File: src/rtl/wb_arbiter.sv
// wb_arbiter: merges the single-cycle ALU writeback and the long-latency
// (load/MAC) writeback into one registered register-file write port.
// The ALU path always wins; long-latency results wait in a 2-entry FIFO.
// Optional feature: define WB_WAW_KILL_EN to let a newer ALU write to the
// same register invalidate an older pending long-latency result.
module wb_arbiter (
  input  logic        clk,
  input  logic        rst,
  input  logic        alu_we,
  input  logic [4:0]  alu_addr,
  input  logic [31:0] alu_data,
  input  logic        lu_valid,
  input  logic [4:0]  lu_addr,
  input  logic [31:0] lu_data,
  output logic        lu_ready,
  output logic        we,
  output logic [4:0]  dst_addr,
  output logic [31:0] dst,
  output logic [1:0]  pend_cnt
);

  logic [1:0]  ent_valid;
  logic [4:0]  ent_addr [2];
  logic [31:0] ent_data [2];
  logic        wr_ptr;
  logic        rd_ptr;
  logic [1:0]  count;

  logic        alu_hit;
  logic        push;
  logic        pop;
  logic [1:0]  kill;
  logic [1:0]  valid_nxt;

  // Writes to r0 are meaningless, so a zero address never counts as a request.
  assign alu_hit  = alu_we && (alu_addr != 5'd0);
  assign lu_ready = (count < 2'd2);
  assign push     = lu_valid && lu_ready && (lu_addr != 5'd0);
  assign pop      = !alu_hit && (count != 2'd0);
  assign pend_cnt = count;

`ifdef WB_WAW_KILL_EN
  // A newer ALU write to a register makes any older pending result for it stale.
  always_comb begin
    kill = 2'b00;
    for (int i = 0; i < 2; i++) begin
      kill[i] = alu_hit && ent_valid[i] && (ent_addr[i] == alu_addr);
    end
  end
`else
  // Without the kill feature the compiler guarantees no write-after-write hazard.
  always_comb begin
    kill = 2'b00;
  end
`endif

  // Next valid bits: stale entries cleared, popped slot freed, pushed slot set.
  // The pushed slot is never an occupied one, so a same-cycle push is not killed.
  always_comb begin
    valid_nxt = ent_valid & ~kill;
    if (pop) begin
      valid_nxt[rd_ptr] = 1'b0;
    end
    if (push) begin
      valid_nxt[wr_ptr] = 1'b1;
    end
  end

  // Pending FIFO storage, pointers and occupancy.
  always_ff @(posedge clk or posedge rst) begin
    if (rst) begin
      ent_valid <= 2'b00;
      wr_ptr    <= 1'b0;
      rd_ptr    <= 1'b0;
      count     <= 2'd0;
      for (int i = 0; i < 2; i++) begin
        ent_addr[i] <= 5'd0;
        ent_data[i] <= 32'd0;
      end
    end else begin
      ent_valid <= valid_nxt;
      if (push) begin
        ent_addr[wr_ptr] <= lu_addr;
        ent_data[wr_ptr] <= lu_data;
        wr_ptr           <= ~wr_ptr;
      end
      if (pop) begin
        rd_ptr <= ~rd_ptr;
      end
      count <= count + 2'(push) - 2'(pop);
    end
  end

  // Registered write port: ALU first, then FIFO head, otherwise idle and hold.
  always_ff @(posedge clk or posedge rst) begin
    if (rst) begin
      we       <= 1'b0;
      dst_addr <= 5'd0;
      dst      <= 32'd0;
    end else if (alu_hit) begin
      we       <= 1'b1;
      dst_addr <= alu_addr;
      dst      <= alu_data;
    end else if (pop) begin
      we       <= ent_valid[rd_ptr];
      dst_addr <= ent_addr[rd_ptr];
      dst      <= ent_data[rd_ptr];
    end else begin
      we       <= 1'b0;
    end
  end

endmodule

File: config.mk
export PLATFORM = sky130hd
export DESIGN_NAME = wb_arbiter
export DESIGN_NICKNAME = d
export VERILOG_FILES = /design/src/rtl/wb_arbiter.sv
export SDC_FILE = /design/constraint.sdc
export NUM_CORES = 1
export LEC_CHECK = 0
export CAP_MARGIN = 25
export CORE_MARGIN = 4
export CORE_UTILIZATION = 45
export DETAILED_ROUTE_END_ITERATION = 6
export HOLD_SLACK_MARGIN = 0.15
export PLACE_DENSITY = 0.79
export SETUP_SLACK_MARGIN = 0.4
export SYNTH_ARGS = -nofsm -noshare
export SYNTH_HDL_FRONTEND = slang
export SYNTH_SLANG_ARGS = --single-unit
File: constraint.sdc
create_clock -name clk -period 4.69 [get_ports clk]
set_input_delay 0.7035 -clock clk [delete_from_list [all_inputs] [get_ports clk]]
set_output_delay 0.7035 -clock clk [all_outputs]
set_load 0.02 [all_outputs]
Word level (Yosys, flattened, before mapping)
Index checks and enable logic that the tools add are counted.
{"block": "totals", "ff_bits": 118, "output_inout_bits": 41, "in_bits": 78, "rom_bits": 0, "elab_cells": 66, "ram_bits": 0, "latchBits": 0, "mem_count": 0}
{"block": "op_classes", "add_sub_neg": 2, "n_bitwise": 7, "n_div": 0, "shifts": 0, "reduce_logical": 12, "n_mux": 26, "magnitude_cmp": 8, "eq_ne": 0, "mul": 0}
{"op": "$mux W32", "n": 6}
{"op": "$bwmux W64", "n": 1}
{"op": "$demux W32 S1", "n": 1}
{"op": "$mux W5", "n": 6}
{"op": "$bwmux W10", "n": 1}
{"op": "$reduce_bool A5 Y1", "n": 2}
{"op": "$logic_and A1 B1 Y1", "n": 7}
{"op": "$mux W1", "n": 6}
{"op": "$demux W5 S1", "n": 1}
{"op": "$ge A2 B2 Y1 const B", "n": 2}
{"op": "$lt A1 B2 Y1 const B", "n": 2}
{"op": "$mux W2", "n": 2}
{"op": "$not A1 Y2", "n": 2}
{"op": "$reduce_bool A2 Y1", "n": 2}
{"op": "$add A2 B1 Y2", "n": 1}
{"op": "$and A2 B2 Y2", "n": 1}
{"op": "$demux W1 S1", "n": 2}
{"op": "$ge A1 B1 Y1 const B", "n": 2}
{"op": "$lt A2 B1 Y1 const B", "n": 1}
{"op": "$lt A2 B2 Y1 const B", "n": 1}
{"op": "$not A1 Y1", "n": 2}
{"op": "$not A2 Y2", "n": 1}
{"op": "$or A2 B2 Y2", "n": 1}
{"op": "$sub A2 B1 Y2", "n": 1}
{"op": "$logic_not A1 Y1", "n": 1}

Logic depth before layout (Yosys ltp)
Gate-level depths: netlist of the first run.
{"block": "depth", "ltp_word": 9, "depth_mapped": 6, "ltp_nobuf": 5}

Worst setup path before layout of the first run
Ideal clock, no wire load.
{"block": "synth_path", "path_kind": "input to register", "startpoint": "input lu_addr[2]", "endpoint": "register ent_data[10] (netlist bit)", "t_required_ns": 4.565, "cell_stages": 6, "path_buffers": 2, "setup_ns": 0.125, "path_slack_ns": 2.457, "arrival_time_ns": 2.107, "path_cell_list": "or4_4 -> o21a_1 -> nand2_2 -> buf_6 -> buf_12 -> mux2_4"}
{"block": "synth_between", "elab_chain_cells": 2}
{"element": "start, declared", "line": "13", "source": "input logic [4:0] lu_addr,"}
{"element": "$reduce_bool A5 Y1", "line": "38", "source": "assign push = lu_valid && lu_ready && (lu_addr != 5'd0);"}
{"element": "$logic_and A1 B1 Y1", "line": "38"}
{"element": "end signal, assigned by index", "line": "84", "source": "ent_data[wr_ptr] <= lu_data;"}
{"element": "end, declared", "line": "24", "source": "logic [31:0] ent_data [2];"}
No other way between the ends.
A chain may end at the register's enable or synchronous reset.

Worst setup path in the final report of the first run
{"block": "layout_path", "startpoint": "input alu_addr[0]", "endpoint": "register dst[6]"}
{"block": "layout_between", "elab_chain_cells": 5, "elab_cells_between_ends": 6, "cone_classes": "1 x mux; 5 x reduce/logical"}
{"element": "start, declared", "line": "10", "source": "input logic [4:0] alu_addr,"}
{"element": "$reduce_bool A5 Y1 *", "line": "36", "source": "assign alu_hit = alu_we && (alu_addr != 5'd0);"}
{"element": "$logic_and A1 B1 Y1 *", "line": "36"}
{"element": "$logic_not A1 Y1", "line": "39", "source": "assign pop = !alu_hit && (count != 2'd0);"}
{"element": "$logic_and A1 B1 Y1", "line": "39"}
{"element": "$reduce_bool A2 Y1 (no line)"}
{"element": "end signal, assigned", "line": "103", "source": "dst <= alu_data;"}
{"element": "end signal, assigned", "line": "107", "source": "dst <= ent_data[rd_ptr];"}
{"element": "end, declared", "line": "18", "source": "output logic [31:0] dst,"}
Mark *: on every way between the ends. The rest lies on a longest branch, timed or not.

==> metrics.md, run 1 <==
| Metric | Value |
|---|---|
| Critical path required time | 5030 ps |
| Sw frac | 0.326 |
| # H-tree levels | 4 |
| # port buffers | roughly 120 |
| Distinct cell type count after synthesis | 35 |
| Detailed-route via count | 3811 |
| Post-synth EDFFs | 0 |
| Top-area cell type share of the netlist area | 0.567 |
| Worst Skew | 5.65 ps |
| Root buffer cell | clkbuf_16 |
| Via-to-Cell Ratio | roughly 5.7 |
| Post-synth top flop | dfrtp_1 |
| Reg2Reg Setup Slack | 1890 ps |
| Synthesis warning total | 0 |
| Max Freq | 343 MHz |
| Syn Nets | 482 |
| Dpl hpwl | 8380 um |
| Crit-path leading delay family | simple AND/OR/NAND/NOR gates |
| Status | complete, no violations |
| Cells after Synth | 403 |
| GRT overflow | 0 |
| Slew @ Worst Pin | 1050 ps |
| Top-count cell post-synth | dfrtp_1 |
| P&R area growth vs syn | 36.2% |
| Worst rel slew slack | 0.295 |
| Endpoints failing hold | 0 |
| Stages on worst setup path | 6 |
| Design Power | 5170 uW |
| Slowest CP cell | nor2_2 |
| TritonRoute pass-1 iters | 5 |
| Switching power | 1680 uW |
| WP data arrival | 3260 ps |
| Seq cells post-synth | 118 |
| Sequential-to-total area share from yosys stat | 0.567 |
| Layout cells sized above 1 | 0.232 |
| CP endpoint kind | flop |
| Fraction of registers with async set/reset | 1.00 |
| Max Cap Viol | 0 |
| Int Power | 3490 uW |
| Rows | 39 |
| Pwr dens | 729 nW/um^2 |
| Average wire per standard cell | 19.4 um |
| DRT antenna net count | 0 |
| Initial antenna violation count | 0 |
| Largest net degree at the start of global routing | 67 |
| Die height | 116 um |
| Crit path launch type | primary input |
| Setup TNS | 0 ps |
| HP Class | reg -> reg |
| FF-to-FF Start | pend_cnt[1] |
| Fin crit period | 2920 ps |
| Die width | ~120 um |
| Cell taking the most area after synthesis | dfrtp_1 |
| Worst setup endpoint | dst[6] |
| Worst-path clk slew | 50 ps |
| Hold WS | 477 ps |
| Final period util | 0.622 |
| Gate power share | 0.383 |
| Clk_lat worst skew | 410 ps |
| Buf/Inv on CP | 2 |
| Max IR drop VDD | 494 uV |
| Detailed Route Iter0 Violations | 209 |
| Worst Setup SP | alu_addr[0] |
| Vias in the first global route | 4151 |
| I/O Pins | 119 |
| Leak | 0.00304 uW |
| CTS Hold Buffers Added | 0 |
| Initial Util | 0.458 |
| Cts repair resizes | 0 |
| Clock buffer count from CTS | 17 |
| R2R depth | 5 |
| Clk sinks | 118 |
| Count of pins over their slew limit | 0 |
| WL final | 13000 um |
| Post-CTS Setup Inserts | 0 |
| Clock group share of total power | 0.261 |
| CTS tree | done |
| Most instantiated cells after synthesis | dfrtp_1 (118), nand2_1 (39), a21oi_1 (38), mux2_4 (38) |
| Die Area | 13400 um^2 |
| Flop pwr share | 0.355 |
| Dpl ws | roughly 1300 ps |
| Worst-path maximum fanout | 15 |
| Total global-route track usage | 0.204 |
| Worst setup margin | 1770 ps |
| # setup viols final | 0 |
| Slowest stage delay, CP | between 600 and 700 ps |
| Crit Path Category | in -> reg |
| Global-route wire length before repair | 20800 um |
| DRC errors left | 0 |
| Worst R2R End | dst[6] |
| Core area | 11400 um^2 |
| Ant diodes | 0 |
| Avg Inst Size Synth | 12.9 um^2 |
| CP Cell Sequence | clkdlybuf4s50_1 -> nor3_1 -> a31oi_2 -> nor2_2 -> buf_4 -> a221o_1 |
| RePlAce Congestion | 0.808 |
| Unrepaired setup endpoints after global routing | no |
| Final nets | 596 |
| Synth Cell Area | 5210 um^2 |
| Longest Clk Path Bufs | 2 |
| Synth top area cells | dfrtp_1 (57%), mux2_4 (11%), mux2_2 (7.8%) |
-- cell families (layout without fill, tap and decap cells) --
family,after synthesis,after routing,synth area share
buffers and inverters,35,162,0.0387
xor gates and xnor gates,3,3,0.00504
DFF,118,118,0.567
muxes,75,75,0.189
adders and majority gates,1,1,0.00240
AOI/OAI and AO/OA,84,84,0.122
and+or+nand+nor,87,87,0.0761
-- power by group through the flow --
stage                     Clock, uW  Combinational [uW]  Sequential [uW]
after CTS                      1380                2010             1840
after global routing           1420                2130             1910
after floorplan                   0                1170             1960
after global placement            0                1930             1820
final                          1350                1980             1840
after detailed placement          0                1990             1840
-- registers in the layout, summed over array words and instances, names as in the netlist --
register and flops:
ent_data 64, dst_addr 5, rd_ptr 1, ent_addr 10
dst 32, pend_cnt 2, wr_ptr 1, ent_valid 2
we 1
-- stage by stage --
step                 util  instance area, um^2  cells
floorplan               -                 5210    403
global placement    0.569                 6470    641
detailed placement  0.569                 6470    641
CTS                 0.624                 7100    673
global route        0.624                 7100    673
finish              0.624                 7100    673
-- cells in the final DEF (no fill, tap or decap), drive strengths merged --
cell type / synthesis / routed
mux2: 74 / 74
o21ai: 2 / 2
nor2: 5 / 5
dfrtp: 118 / 118
o21ba: 1 / 1
a21oi: 38 / 38
bufinv: 0 / 3
o21a: 1 / 1
clkinv: 0 / 4
clkdlybuf4s50: 0 / 118
a211o: 1 / 1
clkbuf: 17 / 24
a31oi: 1 / 1
buf: 13 / 7
inv: 5 / 5
nand3: 37 / 37
nor3: 1 / 1
nand2: 40 / 40
mux2i: 1 / 1
or4: 1 / 1
o21bai: 1 / 1
ha: 1 / 1
xnor2: 2 / 2
a21o: 1 / 1
o31ai: 1 / 1
a221o: 37 / 37
nor2b: 1 / 1
or2: 1 / 1
nand2b: 1 / 1
clkinvlp: 0 / 1
xor2: 1 / 1
-- metal layers --
layer,GRT usage,part of all wire,vias to the layer above
li1,-,-,1713
met1,0.255,0.43,1952
met2,0.337,0.50,131
met3,0.0642,0.059,15
met4,0.0742,0.013,0
met5,0,0,-
-- worst min-delay path by stage --
stage / startpoint / to / slack (ps) / cells after the start
after floorplan: ent_valid[0] / ent_valid[0] / 450 / 1
after global placement: ent_valid[0] / ent_valid[0] / 460 / 1
after detailed placement: ent_valid[0] / ent_valid[0] / 470 / 1
after CTS: ent_valid[0] / ent_valid[0] / 480 / 1
after global routing: ent_data[25] / ent_data[25] / 520 / 1
final: ent_valid[0] / ent_valid[0] / 480 / 1
-- area by class of cell --
type	count	area, um^2
clock buffer	24	512
timing repair buffer	125	1230
multi-input combinational	250	2080
fill	895	4270
tap	143	179
inverter	5	21.3
sequential	118	2950
clock inverter	8	118
(Power assumes the default switching activity.)
==> run 2: changes to the inputs <==
PLACE_DENSITY = 0.82   (was 0.79)
clock period = 2.4 ns   (was 4.69 ns; I/O delays follow)
==> run 2 against run 1 <==
- wire length grew 4.0%
- design area grew 2.8%
- cell count grew 1.6%
- clock power grew 83%
- die area is the same
- via count grew 0.89%
- clock skew is essentially flat
- global-route usage grew 0.055 points
- sequential share of layout area shrank 1.1 points
- register-to-register slack lost 1400 ps
- non-clock buffer count grew 15
- clock-buffer cell count is the same
- critical path type unchanged
- critical endpoint is now pend_cnt[1]
- largest cell class unchanged
- highest routed layer unchanged
==> metrics.md, run 2 (synthesized netlist as in run 1, its figures left out) <==
| Metric | Value |
|---|---|
| Status | complete, no violations |
| GRT overflow | 0 |
| Crit Path Category | in -> reg |
| Post-CTS Setup Inserts | 0 |
| P&R area growth vs syn | 40.0% |
| WL final | 13500 um |
| Final nets | 611 |
| Leak | 0.00313 uW |
| # port buffers | approximately 120 |
| # H-tree levels | 4 |
| RePlAce Congestion | 0.736 |
| Commonest non-fill, non-tap cells in the layout | dfrtp_1 (118), clkdlybuf4s50_1 (117), nand2_1 (39) |
| Final Non-Filler Cells | between 600 and 700 |
| Root buffer cell | clkbuf_16 |
| # setup viols final | 0 |
| Max IR drop VDD | 908 uV |
| Critical path required time | 2680 ps |
| Worst rel slew slack | 0.553 |
| Pwr dens | 1400 nW/um^2 |
| Unrepaired setup endpoints after global routing | no |
| Max Cap Viol | 0 |
| Die width | 116 um |
| Vias in the first global route | between 4000 and 5000 |
| Storage cell area | slightly below 3000 um^2 |
| CTS Hold Buffers Added | 0 |
| Largest regs | ent_data: 64 flops, dst: 32 flops, ent_addr: 10 flops |
| Worst-path maximum fanout | 3 |
| Final period util | 0.808 |
| DRC errors left | 0 |
| Design Power | 10200 uW |
| Hold WS | 454 ps |
| Number of flip-flops in the largest register | 64 |
| Ant diodes | 0 |
| Slew @ Worst Pin | 671 ps |
| Largest net degree at the start of global routing | between 100 and 150 |
| Die Area | 13400 um^2 |
| Number of fill cells in the layout | 843 |
| Clk_lat worst skew | around 400 ps |
| Total global-route track usage | 0.205 |
| Clk sinks | around 120 |
| WP data arrival | 2220 ps |
| Largest reg by FF count | ent_data |
| Max Freq | roughly 520 MHz |
| Fin crit period | slightly below 2000 ps |
| Most common cell after layout, fill and taps aside | dfrtp_1 |
| CP endpoint kind | flop |
| Die height | 116 um |
| Design area | 7300 um^2 |
| Rows | 39 |
| Via-to-Cell Ratio | 5.62 |
| Endpoints failing hold | 0 |
| Worst-path clk slew | 50 ps |
| Detailed-route via count | 3845 |
| DRT antenna net count | 0 |
| Core area | 11400 um^2 |
| Clock buffer count from CTS | 17 |
| Average wire per standard cell | 19.8 um |
| Initial antenna violation count | 0 |
| Placed inst area | about 6700 um^2 |
| Dpl hpwl | 8630 um |
| I/O Pins | approximately 120 |
| Detailed Route Iter0 Violations | 279 |
| Initial Util | 0.458 |
| Reg2Reg Setup Slack | 530 ps |
| Worst Skew | 5.87 ps |
| Count of pins over their slew limit | 0 |
| Global-route wire length before repair | 21300 um |
| Layout cells sized above 1 | 0.248 |
| HP Class | in -> async |
| Placed insts | 654 |
| CTS tree | done |
| Footprint of the multi-input gates | about 2100 um^2 |
| Longest Clk Path Bufs | 2 |
| Setup TNS | 0 ps |
| Crit path launch type | primary input |
| TritonRoute pass-1 iters | 4 |
[run 2: cell types whose count changed in the layout (fill, tap and decap cells not counted), moves of 2 or more]
cell       change
buf_12         +7
buf_4          +6
clkbuf_16      +2
clkinv_2       -2
[run 2: per-stage QoR]
step                setup slack, ps  utilization
finish                          461        0.642
global route                    403        0.642
CTS                             434        0.635
detailed placement             13.3        0.585
global placement               51.3        0.585
floorplan                       511            -
[run 2: worst paths after layout]
path / start / end / cells after the start
min: rst / dst[6] / 3
min reg2reg: ent_valid[0] / ent_valid[0] / 1
max: lu_addr[4] / pend_cnt[1] / 7
min in group clk: ent_valid[0] / ent_valid[0] / 1
max in group asynchronous: rst / ent_data[15] / 3
max reg2reg: pend_cnt[0] / dst_addr[1] / 5
[run 2: repair_timing]
item / 4_1_cts / 5_1_grt
pin swaps: 0 / 1
cloned: 0 / 2
setup endpoints to repair: 1 / 11
resized for setup: 1 / 3
[run 2: cell type report]
class / instances / area share
Sequential cell: 118 / 0.405
Multi-Input combinational cell: 250 / 0.288
Timing Repair Buffer: 140 / 0.201
Clock buffer: 24 / 0.0688
Tap cell: 143 / 0.0245
Clock inverter: 4 / 0.00960
Inverter: 5 / 0.00309
[run 2: worst max-delay path, cell delays in order]
cell	delay (ps)
clkdlybuf4s50_1	450
or4_4	550
o21a_4	240
buf_4	140
xnor2_1	120
ha_1	200
xor2_1	150
[run 2: where the power goes]
group | leakage, uW | internal, uW | switching [uW]
registers | 0.00141 | 2990 | 616
logic | 0.00144 | 2220 | 1920
clock network | 0.000284 | 1640 | 833
[run 2: layer usage]
layer / track usage / vias up / routed length, um
met2: 0.348 / 122 / 6890
met3: 0.0574 / 14 / 797
li1: - / 1736 / -
met1: 0.258 / 1973 / 5700
met5: 0 / - / 0
met4: 0.0596 / 0 / 165
